$ cat src/rtl/framebuffer_reader_if.sv
// framebuffer_reader_if
//   Groups the two bus-like channels of the frame buffer reader:
//   - camera write channel: wr_valid / wr_addr / wr_data in, wr_ready out
//   - SP256K port: spram_addr / spram_di / spram_we out, spram_do in
//   slave  : the reader (owns the SPRAM port, accepts camera writes)
//   master : the environment (camera source + SPRAM macro)
interface framebuffer_reader_if;
   logic        wr_valid;
   logic [13:0] wr_addr;
   logic [15:0] wr_data;
   logic        wr_ready;
   logic [13:0] spram_addr;
   logic [15:0] spram_di;
   logic        spram_we;
   logic [15:0] spram_do;

   modport slave (
      input  wr_valid, wr_addr, wr_data, spram_do,
      output wr_ready, spram_addr, spram_di, spram_we
   );

   modport master (
      output wr_valid, wr_addr, wr_data, spram_do,
      input  wr_ready, spram_addr, spram_di, spram_we
   );
endinterface

$ cat src/rtl/framebuffer_reader.sv
// framebuffer_reader
//   Sole owner of the single-port SP256K frame buffer. Reads RGB565 pixels in
//   step with the VGA timing generator, upscales by 2^SCALE_SHIFT, converts to
//   RGB222, and slips queued camera writes into cycles not used by the display.
// Ports:
//   i_clk, i_reset          pixel clock, synchronous active-high reset
//   i_vga_row/col/valid     current VGA position and visible-area flag
//   i_hsync_in/i_vsync_in   syncs from the timing generator
//   bus (slave)             camera write channel + SPRAM port
//   o_rgb                   {R[1:0],G[1:0],B[1:0]}, PIPE cycles after input
//   o_hsync_out/o_vsync_out syncs delayed by PIPE, aligned with o_rgb
//   o_drop_count            saturating count of writes refused while full
module framebuffer_reader #(
   parameter int IMG_W       = 128,
   parameter int IMG_H       = 96,
   parameter int SCALE_SHIFT = 2,
   parameter int X_OFFSET    = 64,
   parameter int Y_OFFSET    = 48,
   parameter int PIPE        = 3
) (
   input  logic                 i_clk,
   input  logic                 i_reset,
   input  logic [9:0]           i_vga_row,
   input  logic [9:0]           i_vga_col,
   input  logic                 i_vga_valid,
   input  logic                 i_hsync_in,
   input  logic                 i_vsync_in,
   framebuffer_reader_if.slave  bus,
   output logic [5:0]           o_rgb,
   output logic                 o_hsync_out,
   output logic                 o_vsync_out,
   output logic [7:0]           o_drop_count
);
   localparam int LOG_W = $clog2(IMG_W);
   localparam int X_END = X_OFFSET + (IMG_W << SCALE_SHIFT);
   localparam int Y_END = Y_OFFSET + (IMG_H << SCALE_SHIFT);
   localparam int NPIX  = IMG_W * IMG_H;

   // window / address computation on the incoming position
   logic [9:0]  w_dx, w_dy;
   logic        w_in_win, w_slot;
   logic [13:0] w_rd_addr;

   assign w_dx = i_vga_col - 10'(X_OFFSET);
   assign w_dy = i_vga_row - 10'(Y_OFFSET);
   assign w_in_win = i_vga_valid
                   && ({1'b0, i_vga_col} >= 11'(X_OFFSET)) && ({1'b0, i_vga_col} < 11'(X_END))
                   && ({1'b0, i_vga_row} >= 11'(Y_OFFSET)) && ({1'b0, i_vga_row} < 11'(Y_END));
   // one fetch per group of 2^SCALE_SHIFT output pixels
   assign w_slot    = w_in_win && (w_dx[SCALE_SHIFT-1:0] == '0);
   // IMG_W is a power of two: y*IMG_W is a shift
   assign w_rd_addr = (14'(w_dy >> SCALE_SHIFT) << LOG_W) + 14'(w_dx >> SCALE_SHIFT);

   // delay lines and display state
   logic [PIPE-1:0] r_hs_pipe, r_vs_pipe, r_win_pipe;
   logic [PIPE-2:0] r_slot_pipe;
   logic [15:0]     r_pix_hold;

   // 2-entry write FIFO
   logic [13:0] r_fifo_addr [2];
   logic [15:0] r_fifo_data [2];
   logic        r_wptr, r_rptr;
   logic [1:0]  r_count;
   logic [7:0]  r_drop;

   // registered SPRAM port
   logic [13:0] r_sp_addr;
   logic [15:0] r_sp_di;
   logic        r_sp_we;

   logic w_ready, w_push, w_pop, w_head_ok;

   assign w_ready   = (r_count != 2'd2);
   assign w_push    = bus.wr_valid && w_ready;
   // the display read owns the port on a read slot; the FIFO holds
   assign w_pop     = !w_slot && (r_count != 2'd0);
   assign w_head_ok = r_fifo_addr[r_rptr] < 14'(NPIX);

   always_ff @(posedge i_clk) begin
      if (i_reset) begin
         r_hs_pipe   <= '0;
         r_vs_pipe   <= '0;
         r_win_pipe  <= '0;
         r_slot_pipe <= '0;
         r_pix_hold  <= '0;
         r_wptr      <= 1'b0;
         r_rptr      <= 1'b0;
         r_count     <= 2'd0;
         r_drop      <= 8'd0;
         r_sp_addr   <= '0;
         r_sp_di     <= '0;
         r_sp_we     <= 1'b0;
      end else begin
         r_hs_pipe   <= {r_hs_pipe[PIPE-2:0], i_hsync_in};
         r_vs_pipe   <= {r_vs_pipe[PIPE-2:0], i_vsync_in};
         r_win_pipe  <= {r_win_pipe[PIPE-2:0], w_in_win};
         r_slot_pipe <= {r_slot_pipe[PIPE-3:0], w_slot};

         // address goes onto the port on the first edge, SPRAM returns data
         // on the second, so the capture lands on the third edge with rgb
         if (r_slot_pipe[PIPE-2])
            r_pix_hold <= bus.spram_do;

         if (w_push) begin
            r_fifo_addr[r_wptr] <= bus.wr_addr;
            r_fifo_data[r_wptr] <= bus.wr_data;
            r_wptr              <= ~r_wptr;
         end
         if (w_pop)
            r_rptr <= ~r_rptr;
         r_count <= r_count + 2'(w_push) - 2'(w_pop);

         if (bus.wr_valid && !w_ready && (r_drop != 8'hFF))
            r_drop <= r_drop + 8'd1;

         if (w_slot) begin
            r_sp_addr <= w_rd_addr;
            r_sp_we   <= 1'b0;
         end else if (w_pop && w_head_ok) begin
            r_sp_addr <= r_fifo_addr[r_rptr];
            r_sp_di   <= r_fifo_data[r_rptr];
            r_sp_we   <= 1'b1;
         end else begin
            // idle or out-of-range entry discarded: port holds, no write
            r_sp_we   <= 1'b0;
         end
      end
   end

   assign bus.wr_ready   = w_ready;
   assign bus.spram_addr = r_sp_addr;
   assign bus.spram_di   = r_sp_di;
   assign bus.spram_we   = r_sp_we;

   assign o_rgb        = r_win_pipe[PIPE-1] ? {r_pix_hold[15:14], r_pix_hold[10:9], r_pix_hold[4:3]} : 6'd0;
   assign o_hsync_out  = r_hs_pipe[PIPE-1];
   assign o_vsync_out  = r_vs_pipe[PIPE-1];
   assign o_drop_count = r_drop;
endmodule

$ cat src/flat_wrapper.sv
// flat-port wrapper written by rule: the top's interface ports become plain ports
module framebuffer_reader_flat 
#(
   parameter int IMG_W       = 128,
   parameter int IMG_H       = 96,
   parameter int SCALE_SHIFT = 2,
   parameter int X_OFFSET    = 64,
   parameter int Y_OFFSET    = 48,
   parameter int PIPE        = 3
)
  (i_clk, i_reset, i_vga_row, i_vga_col, i_vga_valid, i_hsync_in, i_vsync_in, o_rgb, o_hsync_out, o_vsync_out, o_drop_count, bus_wr_valid, bus_wr_addr, bus_wr_data, bus_spram_do, bus_wr_ready, bus_spram_addr, bus_spram_di, bus_spram_we);
  framebuffer_reader_if bus_i ();
  input  logic i_clk;
  input  logic i_reset;
  input  logic [9:0] i_vga_row;
  input  logic [9:0] i_vga_col;
  input  logic i_vga_valid;
  input  logic i_hsync_in;
  input  logic i_vsync_in;
  output logic [5:0] o_rgb;
  output logic o_hsync_out;
  output logic o_vsync_out;
  output logic [7:0] o_drop_count;
  input wire logic [$bits(bus_i.wr_valid)-1:0] bus_wr_valid;
  input wire logic [$bits(bus_i.wr_addr)-1:0] bus_wr_addr;
  input wire logic [$bits(bus_i.wr_data)-1:0] bus_wr_data;
  input wire logic [$bits(bus_i.spram_do)-1:0] bus_spram_do;
  output wire logic [$bits(bus_i.wr_ready)-1:0] bus_wr_ready;
  output wire logic [$bits(bus_i.spram_addr)-1:0] bus_spram_addr;
  output wire logic [$bits(bus_i.spram_di)-1:0] bus_spram_di;
  output wire logic [$bits(bus_i.spram_we)-1:0] bus_spram_we;
  assign bus_i.wr_valid = bus_wr_valid;
  assign bus_i.wr_addr = bus_wr_addr;
  assign bus_i.wr_data = bus_wr_data;
  assign bus_i.spram_do = bus_spram_do;
  assign bus_wr_ready = bus_i.wr_ready;
  assign bus_spram_addr = bus_i.spram_addr;
  assign bus_spram_di = bus_i.spram_di;
  assign bus_spram_we = bus_i.spram_we;
  framebuffer_reader #(.IMG_W(IMG_W), .IMG_H(IMG_H), .SCALE_SHIFT(SCALE_SHIFT), .X_OFFSET(X_OFFSET), .Y_OFFSET(Y_OFFSET), .PIPE(PIPE)) u_core (.i_clk(i_clk), .i_reset(i_reset), .i_vga_row(i_vga_row), .i_vga_col(i_vga_col), .i_vga_valid(i_vga_valid), .i_hsync_in(i_hsync_in), .i_vsync_in(i_vsync_in), .bus(bus_i), .o_rgb(o_rgb), .o_hsync_out(o_hsync_out), .o_vsync_out(o_vsync_out), .o_drop_count(o_drop_count));
endmodule
$ cat config.mk
export PLATFORM = sky130hd
export DESIGN_NAME = framebuffer_reader_flat
export DESIGN_NICKNAME = d
export VERILOG_FILES = /design/src/rtl/framebuffer_reader_if.sv /design/src/rtl/framebuffer_reader.sv /design/src/flat_wrapper.sv
export SDC_FILE = /design/constraint.sdc
export NUM_CORES = 1
export LEC_CHECK = 0
export ABC_AREA = 1
export CORE_MARGIN = 2
export CORE_UTILIZATION = 40
export DETAILED_ROUTE_END_ITERATION = 10
export PLACE_DENSITY = 0.66
export RECOVER_POWER = 25
export SYNTH_ARGS = -nofsm -noshare
export SYNTH_HDL_FRONTEND = slang
export SYNTH_SLANG_ARGS = --single-unit
$ cat constraint.sdc
create_clock -name i_clk -period 8.9 [get_ports i_clk]
set_clock_uncertainty 0.2 [all_clocks]
set_input_delay 0.89 -clock i_clk [delete_from_list [all_inputs] [get_ports i_clk]]
set_output_delay 0.89 -clock i_clk [all_outputs]
set_load 0.02 [all_outputs]
Yosys cells after proc, flatten, opt, wreduce, memory -nomap -nowiden:

Memories as Yosys holds them, arrays and structs flattened. A register that Yosys moved wholly into a read port is not among the register bits.
Index checks and enable logic that the tools add are counted.

* memories: 2
* word-level logic and storage cells: 55
* register bits: 54
* output and inout port bits: 48
* bits in writable memories: 60
* bits of input ports: 72

* reductions and logical operators: 17
* muxes and demuxes: 9
* bitwise logic cells: 3
* add/sub/neg operators: 6
* $lt $le $gt $ge: 5
* eq/ne operators: 2

Memories
* u_core.r_fifo_data: words 2, width 16, rd ports 1, clocked after memory_dff 1, wr ports 1, RTL line framebuffer_reader.sv:61 `logic [15:0] r_fifo_data [2];`
* u_core.r_fifo_addr: words 2, width 14, rd ports 1, clocked after memory_dff 1, wr ports 1, RTL line framebuffer_reader.sv:60 `logic [13:0] r_fifo_addr [2];`

Operator list (number)
* $mux W14: 2
* $add A14 B8 Y14: 1
* $lt A14 B14 Y1 const B: 1
* $ge A10 B6 Y1 const B: 1
* $ge A10 B7 Y1 const B: 1
* $logic_and A1 B1 Y1: 10
* $lt A10 B10 Y1 const B: 1
* $lt A10 B9 Y1 const B: 1
* $sub A10 B7 Y10 const B: 1
* $sub A9 B6 Y9 const B: 1
* $add A8 B1 Y8 const B: 1
* $ne A8 B8 Y1 const B: 1
* $mux W1: 6
* $mux W6: 1
* $reduce_bool A2 Y1: 2
* $not A1 Y1: 3
* $add A2 B1 Y2: 1
* $logic_not A1 Y1: 2
* $logic_not A2 Y1: 1
* $ne A2 B2 Y1 const B: 1
* $reduce_and A2 Y1: 1
* $reduce_or A2 Y1: 1
* $sub A2 B1 Y2: 1

Longest topological paths before layout:

Gate-level depths: netlist (run 1).

* depth in word-level cells: 11
* gate-level depth with buffers: 15
* gate-level depth less buffers: 15

Worst setup path after synthesis (run 1):

Ideal clock, no wire load.

* kind: in2reg
* start point: input i_reset
* end point: memory u_core.r_fifo_addr[1][0] (enable)
* arrival: 3200 ps
* library setup time: 455 ps
* stages on the path: 2
* path slack: 5046 ps
* buffers on the path: 1
* required time: 8245 ps
* path through: clkbuf_1 > nor3_1

* cells in the longest elaborated chain, start to end: 2

RTL lines
* start: declaration: RTL line flat_wrapper.sv:14 `input logic i_reset;`
* $mux W1: RTL line framebuffer_reader.sv:80 `if (i_reset) begin`
* $mux W1 (implied by the code): RTL line framebuffer_reader.sv:105 `r_fifo_addr[r_wptr] <= bus.wr_addr;`
* end: declaration: RTL line framebuffer_reader.sv:60

Every way passes these cells.

Worst setup path after layout (run 1):

* start point: input i_vga_row[4]
* end point: register u_core.r_count[1]

* cells in the longest elaborated chain, start to end: 7
* elaborated cells on any way between the ends: 8
* those cells by class: add/sub (1); order compare (2); reduce/logical (5)

RTL lines
* start: declaration: RTL line flat_wrapper.sv:15 `input logic [9:0] i_vga_row;`
* $ge A10 B6 Y1: RTL line framebuffer_reader.sv:48 `&& ({1'b0, i_vga_row} >= 11'(Y_OFFSET)) && ({1'b0, i_vga_row} < 11'(Y_END));`
* $logic_and A1 B1 Y1: RTL line framebuffer_reader.sv:48
* $logic_and A1 B1 Y1 *: RTL line framebuffer_reader.sv:48
* $logic_and A1 B1 Y1 *: RTL line framebuffer_reader.sv:50 `assign w_slot = w_in_win && (w_dx[SCALE_SHIFT-1:0] == '0);`
* $logic_not A1 Y1 *: RTL line framebuffer_reader.sv:76 `assign w_pop = !w_slot && (r_count != 2'd0);`
* $logic_and A1 B1 Y1 *: RTL line framebuffer_reader.sv:76
* net u_core.w_pop: RTL line framebuffer_reader.sv:71 `logic w_ready, w_push, w_pop, w_head_ok;`
* $sub A2 B1 Y2 *: RTL line framebuffer_reader.sv:111 `r_count <= r_count + 2'(w_push) - 2'(w_pop);`
* end signal: assignment: RTL line framebuffer_reader.sv:111
* end: declaration: RTL line framebuffer_reader.sv:63 `logic [1:0] r_count;`

Mark *: on every way through the listed nets, which the timed path passes. The rest lies on a longest branch.
A chain may end at the register's enable or synchronous reset.

==> results of run 1 <==
-- per-stage QoR --
step / utilization [%] / hold slack (ps)
after global placement: 50.9 / 188
final: 54.8 / 197
after global routing: 54.8 / 218
after floorplan: - / 188
after detailed placement: 50.9 / 192
after CTS: 54.8 / 199
-- worst reg2reg max path, stage by stage (launching register included) --
cell and delay, ps:
dfxtp_1 690, inv_2 240, or2_1 250, o21ai_0 130
nor2_2 130, o21ai_4 370, inv_2 230, a21oi_1 160
nor2_1 60
-- state kept, by name, indices dropped and copies added (netlist names), named ones only --
name / cells
u_core.r_hs_pipe: 3
u_core.r_fifo_data: 32
u_core.r_pix_hold: 6
u_core.r_rptr: 1
u_core.bus.spram_di: 16
u_core.r_win_pipe: 3
u_core.r_wptr: 1
u_core.r_slot_pipe: 2
u_core.r_vs_pipe: 3
u_core.o_drop_count: 8
u_core.r_fifo_addr: 28
u_core.bus.spram_addr: 14
u_core.bus.spram_we: 1
u_core.r_count: 2
-- path summary, 6_finish.rpt --
path	slack [ps]	startpoint	end	cells past startpoint
worst min register to register	200	u_core.r_vs_pipe[0]	u_core.r_vs_pipe[1]	2
worst min-delay path	200	u_core.r_vs_pipe[0]	u_core.r_vs_pipe[1]	2
worst max register to register	6330	flip-flop	u_core.bus.spram_addr[10]	8
worst max-delay path	5340	i_vga_row[4]	u_core.r_count[1]	16
-- area by class of cell --
type	instances	area (µm²)
inverter	86	325
fill	1195	5750
timing repair buffer	109	1090
clock buffer	27	473
clock inverter	5	25.0
tap	172	215
sequential	121	3020
multi-input combinational	356	1820
-- cell families after synthesis --
| family | Yosys count |
|---|---|
| buffers and inverters | 102 |
| AOI/OAI and AO/OA | 49 |
| and+or+nand+nor | 276 |
| muxes | 17 |
| xor gates and xnor gates | 5 |
| DFF | 121 |
| adders and majority gates | 9 |
-- routing by layer --
metal	wire (µm)	vias to the layer above
met4	191	0
met5	0	-
met1	4620	1836
li1	-	2052
met2	5630	93
met3	550	15
-- report_power, final --
| part | leakage, µW | internal, µW | switching [µW] |
|---|---|---|---|
| Sequential | 0.00105 | 676 | 63.4 |
| Combinational | 0.00160 | 246 | 341 |
| Clock | 0.000247 | 360 | 216 |
-- synthesized netlist by cell type --
master,number
xnor2_1,1
xor2_1,4
nand2_2,13
o21ai_0,22
mux2i_1,17
edfxtp_1,60
o21bai_1,1
a21oi_1,23
nand2_1,148
or2_1,2
nand3_2,2
o21ai_1,1
nor2_2,10
nor2_4,3
buf_2,4
ha_1,9
inv_1,70
nor2_1,66
nor3_1,4
dfxtp_1,61
clkinv_1,10
nand3_1,14
buf_12,1
nand2_4,2
clkbuf_1,5
inv_2,5
and3_1,1
o21bai_4,1
buf_1,3
nand4_1,10
o21ai_4,1
nand3_4,1
buf_6,3
inv_4,1
-- cell usage in the layout (no fill, tap or decap), types with 3 or more instances in the layout --
master	instances
a21oi_1	23
clkbuf_1	9
clkbuf_16	17
clkdlybuf4s50_1	78
clkinv_1	10
clkinv_2	5
dfxtp_1	61
dlygate4sd3_1	29
edfxtp_1	60
ha_1	9
inv_1	70
inv_2	5
mux2i_1	17
nand2_1	148
nand2_2	13
nand3_1	14
nand4_1	10
nor2_1	65
nor2_2	10
nor2_4	4
nor3_1	3
o21ai_0	22
xor2_1	4
==> impl_metrics.ini, run 1 <==
[setup_path]
worst_setup_path_end_kind = flip-flop
critPathKind = in2reg
path_delay_family = simple AND/OR/NAND/NOR gates
crit_top_cell = ha_1
cp_cell_sequence = clkdlybuf4s50_1 > ha_1 > inv_2 > nand2_2 > nand2_2 > nand3_2 > nor2_4 > nand3_4 > nand2_4 > inv_4 > ha_1 > inv_1 > ha_1 > xor2_1 > o21ai_0 > a21oi_1
cp.required_ps = 9030
path_buf_inv = 4
arrival_ps = 3690
cp_slowest_cell = clkdlybuf4s50_1
cp_max_fo = 18
startpoint_type = primary input
slowest_delay_ps = 510

[clock_network]
postCtsHoldBufs = 0
cts_resized = 0
clockRootBuffer = clkbuf_16
cts_max_level = 4
clock_path_buffers = 2
path_clk_slew_ps = 50
postCtsSetupBuffers = 0
clock_latency_ps = 400
cts_tree = yes
cts_buffers = 17
clock-sinks = 121

[synthesis]
synth_top_area_cell = edfxtp_1
synth_compound_area_share_pct = 5.18
syn_inst = 579
synth_top_family_by_area = simple AND/OR/NAND/NOR gates
synth.area.mux_share_pct = 3.23
synthXorXnorAreaFrac_pct = 0.832
synth_warnings = 0
synth_fa_ha_area_share_pct = 2.14
syn-num-nets = 660
ys_seq_area_share_pct = 57.4
syn_area_mm2 = 0.00526
yosys.area_share.simple_pct = 23.0
synth_seq_cells = 121
synthDistinctLibCells = 34
ys_top_cells_by_area = edfxtp_1, dfxtp_1, nand2_1, inv_1, nor2_1
syn_avg_cell_area_um2 = 9.09
synth_top_area_share_pct = 34.2

[grt]
grt_start_max_net_pins = 37
grt.overflow.total = 0
grt-busiest-layer = met2
grt_first_pass_wirelength_mm = 18.0
grt_pass1_vias = 3918
grt_use_met3_pct = 4.63
antenna_found_initial = 0
globalRouteMet2Util_pct = 28.5
grt_use_met1_pct = 18.1
gr-usage-all-layers_pct = 16.2

[place]
port_buffers = 107
hpwl_mm = 7.75
dp.cells = 844
post-place-ws_ps = 4920
gp_congestion = 0.834
place_area_mm2 = 0.00647

[layout]
antenna_cells = 0
area_growth_pct = 32.4
postLayoutCellArea_mm2 = 0.00697
finalNonFillerCells = 876
fin_nets = 772
layout-drive-gt1-share_pct = 9.38

[detailed_routing]
vias_per_cell = 4.56
wl_per_cell_um = 12.6
drc = 0
drt_wl_total_mm = 11.0
final_antenna_net_count = 0
drtIter0Drc = 150
vias = 3996
dr.pass1.iters = 4

[timing]
timing.final.crit_share_pct = 40.0
slew-limit-headroom_pct = 30.9
worst_slack_ps = 5340
rsz0062_at_grt = false
hold_violations = 0
min_period_ps = 3560
drv_slew = 0
fin_tns_setup_ps = 0
worst_pin_slew_ps = 1040
max_freq_mhz = 281
setup_viol = 0

[floorplan]
initial_utilization_pct = 41.4
core-area_mm2 = 0.0127
fp.dieH_um = 119
die_area_mm2 = 0.0141
fp.dieW_um = 119
placementRows = 41
io-pin-count = 120

[power]
finalPower_uw = 1900
p_leak_uw = 0.00290
cellPowerDensity_mw_per_mm2 = 273
ir_drop_mv = 0.136

[outcome]
status = finished, final reports clean

[job]
drv_cap = 0

[min_path]
holdCritPathClass = reg2reg
Note: power is estimated with default switching activity, not from simulation.
==> run 2, diff against run 1 <==
Settings changed: PLACE_DENSITY 0.66 to 0.69.
Clock period 8.9 ns to 3.1 ns, I/O delays scaled along.
==> impl_metrics.ini, run 2 (synthesis gave the netlist of run 1 again) <==
[min_path]
holdCritPathClass = reg2reg
whs_path_depth = 2

[clock_network]
clockRootBuffer = clkbuf_16
postCtsHoldBufs = 0
clock-sinks = 121
cts_resized = 0
postCtsSetupBuffers = 0
cts_max_level = 4
clock_latency_ps = 410
path_clk_slew_ps = 50
clock_path_buffers = 2
cts_tree = yes
cts_buffers = 17

[power]
sw_frac_of_total_pct = 32.8
intPower_uw = 3810
switchingPower_uw = 1860
cellPowerDensity_mw_per_mm2 = 800
power_frac_comb_pct = 29.8
clkPwrFrac_pct = 32.6
seqPwrFrac_pct = 37.6
ir_drop_mv = 0.631
p_leak_uw = 0.00296

[setup_path]
cp.required_ps = 3200
worst_setup_path_end_kind = flip-flop
rr_endpoint = u_core.bus.spram_addr[10]
cp_max_fo = 15
ff2ff_path_depth = 8
r2r_slack_ps = 520
startpoint_type = flip-flop
critPathKind = reg2reg
crit_end = u_core.bus.spram_addr[10]
arrival_ps = 2680

[grt]
grt_pass1_vias = 3941
grt_start_max_net_pins = 31
gr-usage-all-layers_pct = 16.9
grt.overflow.total = 0
grt_first_pass_wirelength_mm = 18.5
antenna_found_initial = 0

[place]
hpwl_mm = 8.13
port_buffers = 107
place_area_mm2 = 0.00653
dp.cells = 851
gp_congestion = 0.851

[detailed_routing]
dr.pass1.iters = 4
wl_per_cell_um = 12.8
final_antenna_net_count = 0
drt_wl_total_mm = 11.3
drc = 0
drtIter0Drc = 233
vias = 3973
vias_per_cell = 4.50

[layout]
largest_reg_flops = 32
regMostFlops = u_core.r_fifo_data
postLayoutCellArea_mm2 = 0.00709
fin_nets = 779
antenna_cells = 0
final_cell_mix = nand2_1, clkdlybuf4s50_1, inv_1
layout-drive-gt1-share_pct = 11.1
finish.utilization_pct = 55.7
layout_commonest_cell = nand2_1
nFillCells = 1169
area_growth_pct = 34.7
finalNonFillerCells = 883

[job]
drv_cap = 0

[timing]
hold_violations = 0
slew-limit-headroom_pct = 32.5
rsz0062_at_grt = false
holdWs_ps = 199
min_period_ps = 2580
drv_slew = 0
timing.final.crit_share_pct = 83.3
max_freq_mhz = 387
fin_tns_setup_ps = 0
setup_viol = 0
worst_pin_slew_ps = 1010

[floorplan]
placementRows = 41
io-pin-count = 120
die_area_mm2 = 0.0141
fp.dieH_um = 119
fp.dieW_um = 119
initial_utilization_pct = 41.4
core-area_mm2 = 0.0127

[outcome]
status = finished, final reports clean
==> run 2: changes by cell type in the layout (fill, tap and decap cells not counted), moves of 2 or more <==
cell,before,now
buf_4,2,9
bufinv_16,0,2
clkbuf_1,9,0
clkinv_1,10,13
clkinvlp_4,0,4
==> run 2: how the worst min path moves through the flow <==
stage / start / to / slack, ps
after floorplan: u_core.r_hs_pipe[0] / u_core.r_hs_pipe[1] / 190
after global placement: u_core.r_win_pipe[1] / u_core.r_win_pipe[2] / 190
after detailed placement: u_core.r_win_pipe[0] / u_core.r_win_pipe[1] / 200
after CTS: u_core.r_win_pipe[0] / u_core.r_win_pipe[1] / 200
after global routing: u_core.r_win_pipe[1] / u_core.r_win_pipe[2] / 220
final: u_core.r_hs_pipe[0] / u_core.r_hs_pipe[1] / 200
==> run 2: critical path, stage by stage (launching register included) <==
cell	delay (ps)
dfxtp_1	670
inv_2	230
or2_1	250
o21ai_0	160
nor2_2	130
o21ai_4	380
inv_2	230
a21oi_1	160
nor2_1	60
==> run 2: final cells by class <==
class	instances	area [µm²]	area share, %
clock inverters	15	135	1.91
inverters	86	325	4.59
repair buffers	116	1140	16.1
multi-input cells	356	1830	25.8
well taps	172	215	3.04
flip-flops and latches	121	3020	42.6
clock buffers	17	425	6.00
==> run 2: power groups by stage <==
stage	Combinational, µW	Clock [µW]	Sequential [µW]
finish	1690	1850	2130
global route	1890	1960	2160
global placement	1670	0	2150
CTS	1720	1880	2130
detailed placement	1700	0	2160
floorplan	1020	0	2270
==> run 2: metal layers <==
layer / vias up / GRT usage, % / routed length [µm]
li1: 2073 / - / -
met1: 1778 / 19.6 / 4950
met2: 105 / 29.0 / 5530
met3: 17 / 5.65 / 622
met4: 0 / 5.88 / 200
met5: - / 0 / 0
==> run 2: per-stage QoR <==
step	power [µW]	setup WS (ps)
after floorplan	3290	384
after global placement	3830	243
after detailed placement	3870	226
after CTS	5730	515
after global routing	6010	248
final	5670	519
==> run 3, diff against run 2 <==
Clock period 3.1 ns to 2.1 ns, I/O delays scaled along.
==> impl_metrics.ini, run 3 (synthesis gave the netlist of run 1 again) <==
[outcome]
status = finished, final reports clean

[setup_path]
cp_cell_sequence = clkdlybuf4s50_1 > nor2_1 > nand2_2 > o21bai_4 > nand3_4 > nand2_4 > inv_4 > ha_4 > inv_2 > ha_4 > xor2_2 > o21ai_1 > a21oi_1
cp.depth = 13
crit_top_cell = ha_4
slowest_delay_ps = 460
arrival_ps = 2130
path_buf_inv = 3
cp.required_ps = 2200
critPathKind = in2reg
path_delay_family = buffers and inverters
cp_slowest_cell = clkdlybuf4s50_1
ff2ff_path_depth = 10
worst_setup_path_end_kind = flip-flop
startpoint_type = primary input
cp_max_fo = 2

[clock_network]
clock_latency_ps = 410
cts_tree = yes
clock_path_buffers = 2
cts_max_level = 4
clockRootBuffer = clkbuf_16
cts_buffers = 17
clock-sinks = 121
path_clk_slew_ps = 60
postCtsHoldBufs = 0

[floorplan]
fp.dieH_um = 119
placementRows = 41
initial_utilization_pct = 41.4
io-pin-count = 120
die_area_mm2 = 0.0141
fp.dieW_um = 119
core-area_mm2 = 0.0127

[layout]
layout_commonest_cell = nand2_1
area_growth_pct = 41.2
final_cell_mix = nand2_1, clkdlybuf4s50_1, inv_1
largest_reg_flops = 32
fin_nets = 805
layout-drive-gt1-share_pct = 16.3
regMostFlops = u_core.r_fifo_data

[power]
p_leak_uw = 0.00313
cellPowerDensity_mw_per_mm2 = 1170
ir_drop_mv = 0.505

[grt]
grt.overflow.total = 0
grt_pass1_vias = 4272
grt_first_pass_wirelength_mm = 19.4
grt_start_max_net_pins = 33
gr-usage-all-layers_pct = 17.5
antenna_found_initial = 1

[place]
gp_congestion = 0.832
hpwl_mm = 8.59
port_buffers = 107

[timing]
hold_violations = 0
worst_pin_slew_ps = 332
fin_tns_setup_ps = 0
timing.final.crit_share_pct = 96.7
min_period_ps = 2030
max_freq_mhz = 492
slew-limit-headroom_pct = 77.8
setup_viol = 0
holdWs_ps = 120
drv_slew = 0

[detailed_routing]
final_antenna_net_count = 0
dr.pass1.iters = 4
drc = 0
drt_wl_total_mm = 11.8
wl_per_cell_um = 13.0
vias_per_cell = 4.65
drtIter0Drc = 167
vias = 4234

[min_path]
holdCritPathClass = in2reg
whs_path_depth = 3

[job]
drv_cap = 0
==> run 3: cell types whose count changed in the layout (fill, tap and decap cells not counted), moves of 3 or more <==
| cell | before | now |
|---|---|---|
| dlygate4sd2_1 | 0 | 4 |
| buf_12 | 0 | 3 |
| clkdlybuf4s50_1 | 78 | 71 |
| ha_4 | 0 | 5 |
| ha_1 | 9 | 4 |
| inv_1 | 70 | 67 |
| clkinv_1 | 13 | 10 |
| buf_4 | 9 | 32 |
| dlymetal6s2s_1 | 0 | 3 |
==> run 3: metrics by stage <==
step	power [µW]	instance area (µm²)	setup slack, ps	utilization (%)	std cells
final	8690	7430	68.4	58.4	910
after global routing	9180	7430	-50.9	58.4	910
after CTS	8770	7410	67.1	58.2	908
after detailed placement	5980	6830	-560	53.7	876
after global placement	5880	6830	-508	53.7	876
after floorplan	4910	5350	-140	-	579
==> run 3: layout make-up <==
type / count / area (µm²)
Clock inverter: 12 / 97.6
Inverter: 86 / 333
Fill cell: 1142 / 5290
Tap cell: 172 / 215
Timing Repair Buffer: 142 / 1370
Multi-Input combinational cell: 356 / 1910
Sequential cell: 121 / 3020
Antenna cell: 1 / 2.50
Clock buffer: 20 / 478
==> run 3: what timing repair did <==
item	4_1_cts	5_1_grt
resized for setup	5	6
buffers inserted	0	1
setup endpoints to repair	1	2
pin swaps	0	3
==> run 3: worst paths after layout <==
check             slack [ps]                    to            startpoint
setup / recovery          70     u_core.r_count[1]          i_vga_col[4]
hold reg to reg          200  u_core.r_win_pipe[1]  u_core.r_win_pipe[0]
setup reg to reg         170     u_core.r_count[1]     u_core.r_count[1]
hold / removal           120   u_core.r_hs_pipe[0]            i_hsync_in
==> run 3: worst min-delay path, cell delays in order <==
cell and delay [ps]:
clkdlybuf4s50_1 390, inv_1 50, nor2_1 30
==> run 3: power breakdown <==
part	leakage [µW]	switching (µW)	internal [µW]	total (µW)
registers	0.00105	190	2860	3050
logic	0.00181	1650	1230	2890
clock network	0.000275	1000	1740	2750
total	0.00313	2850	5840	8690
==> run 3: per-layer routing <==
metal	wire length [µm]	vias to the layer above	track usage, %
met5	0	-	0
met4	374	0	9.82
met3	545	28	4.68
met2	6020	120	30.4
met1	4890	1956	19.4
li1	-	2130	-
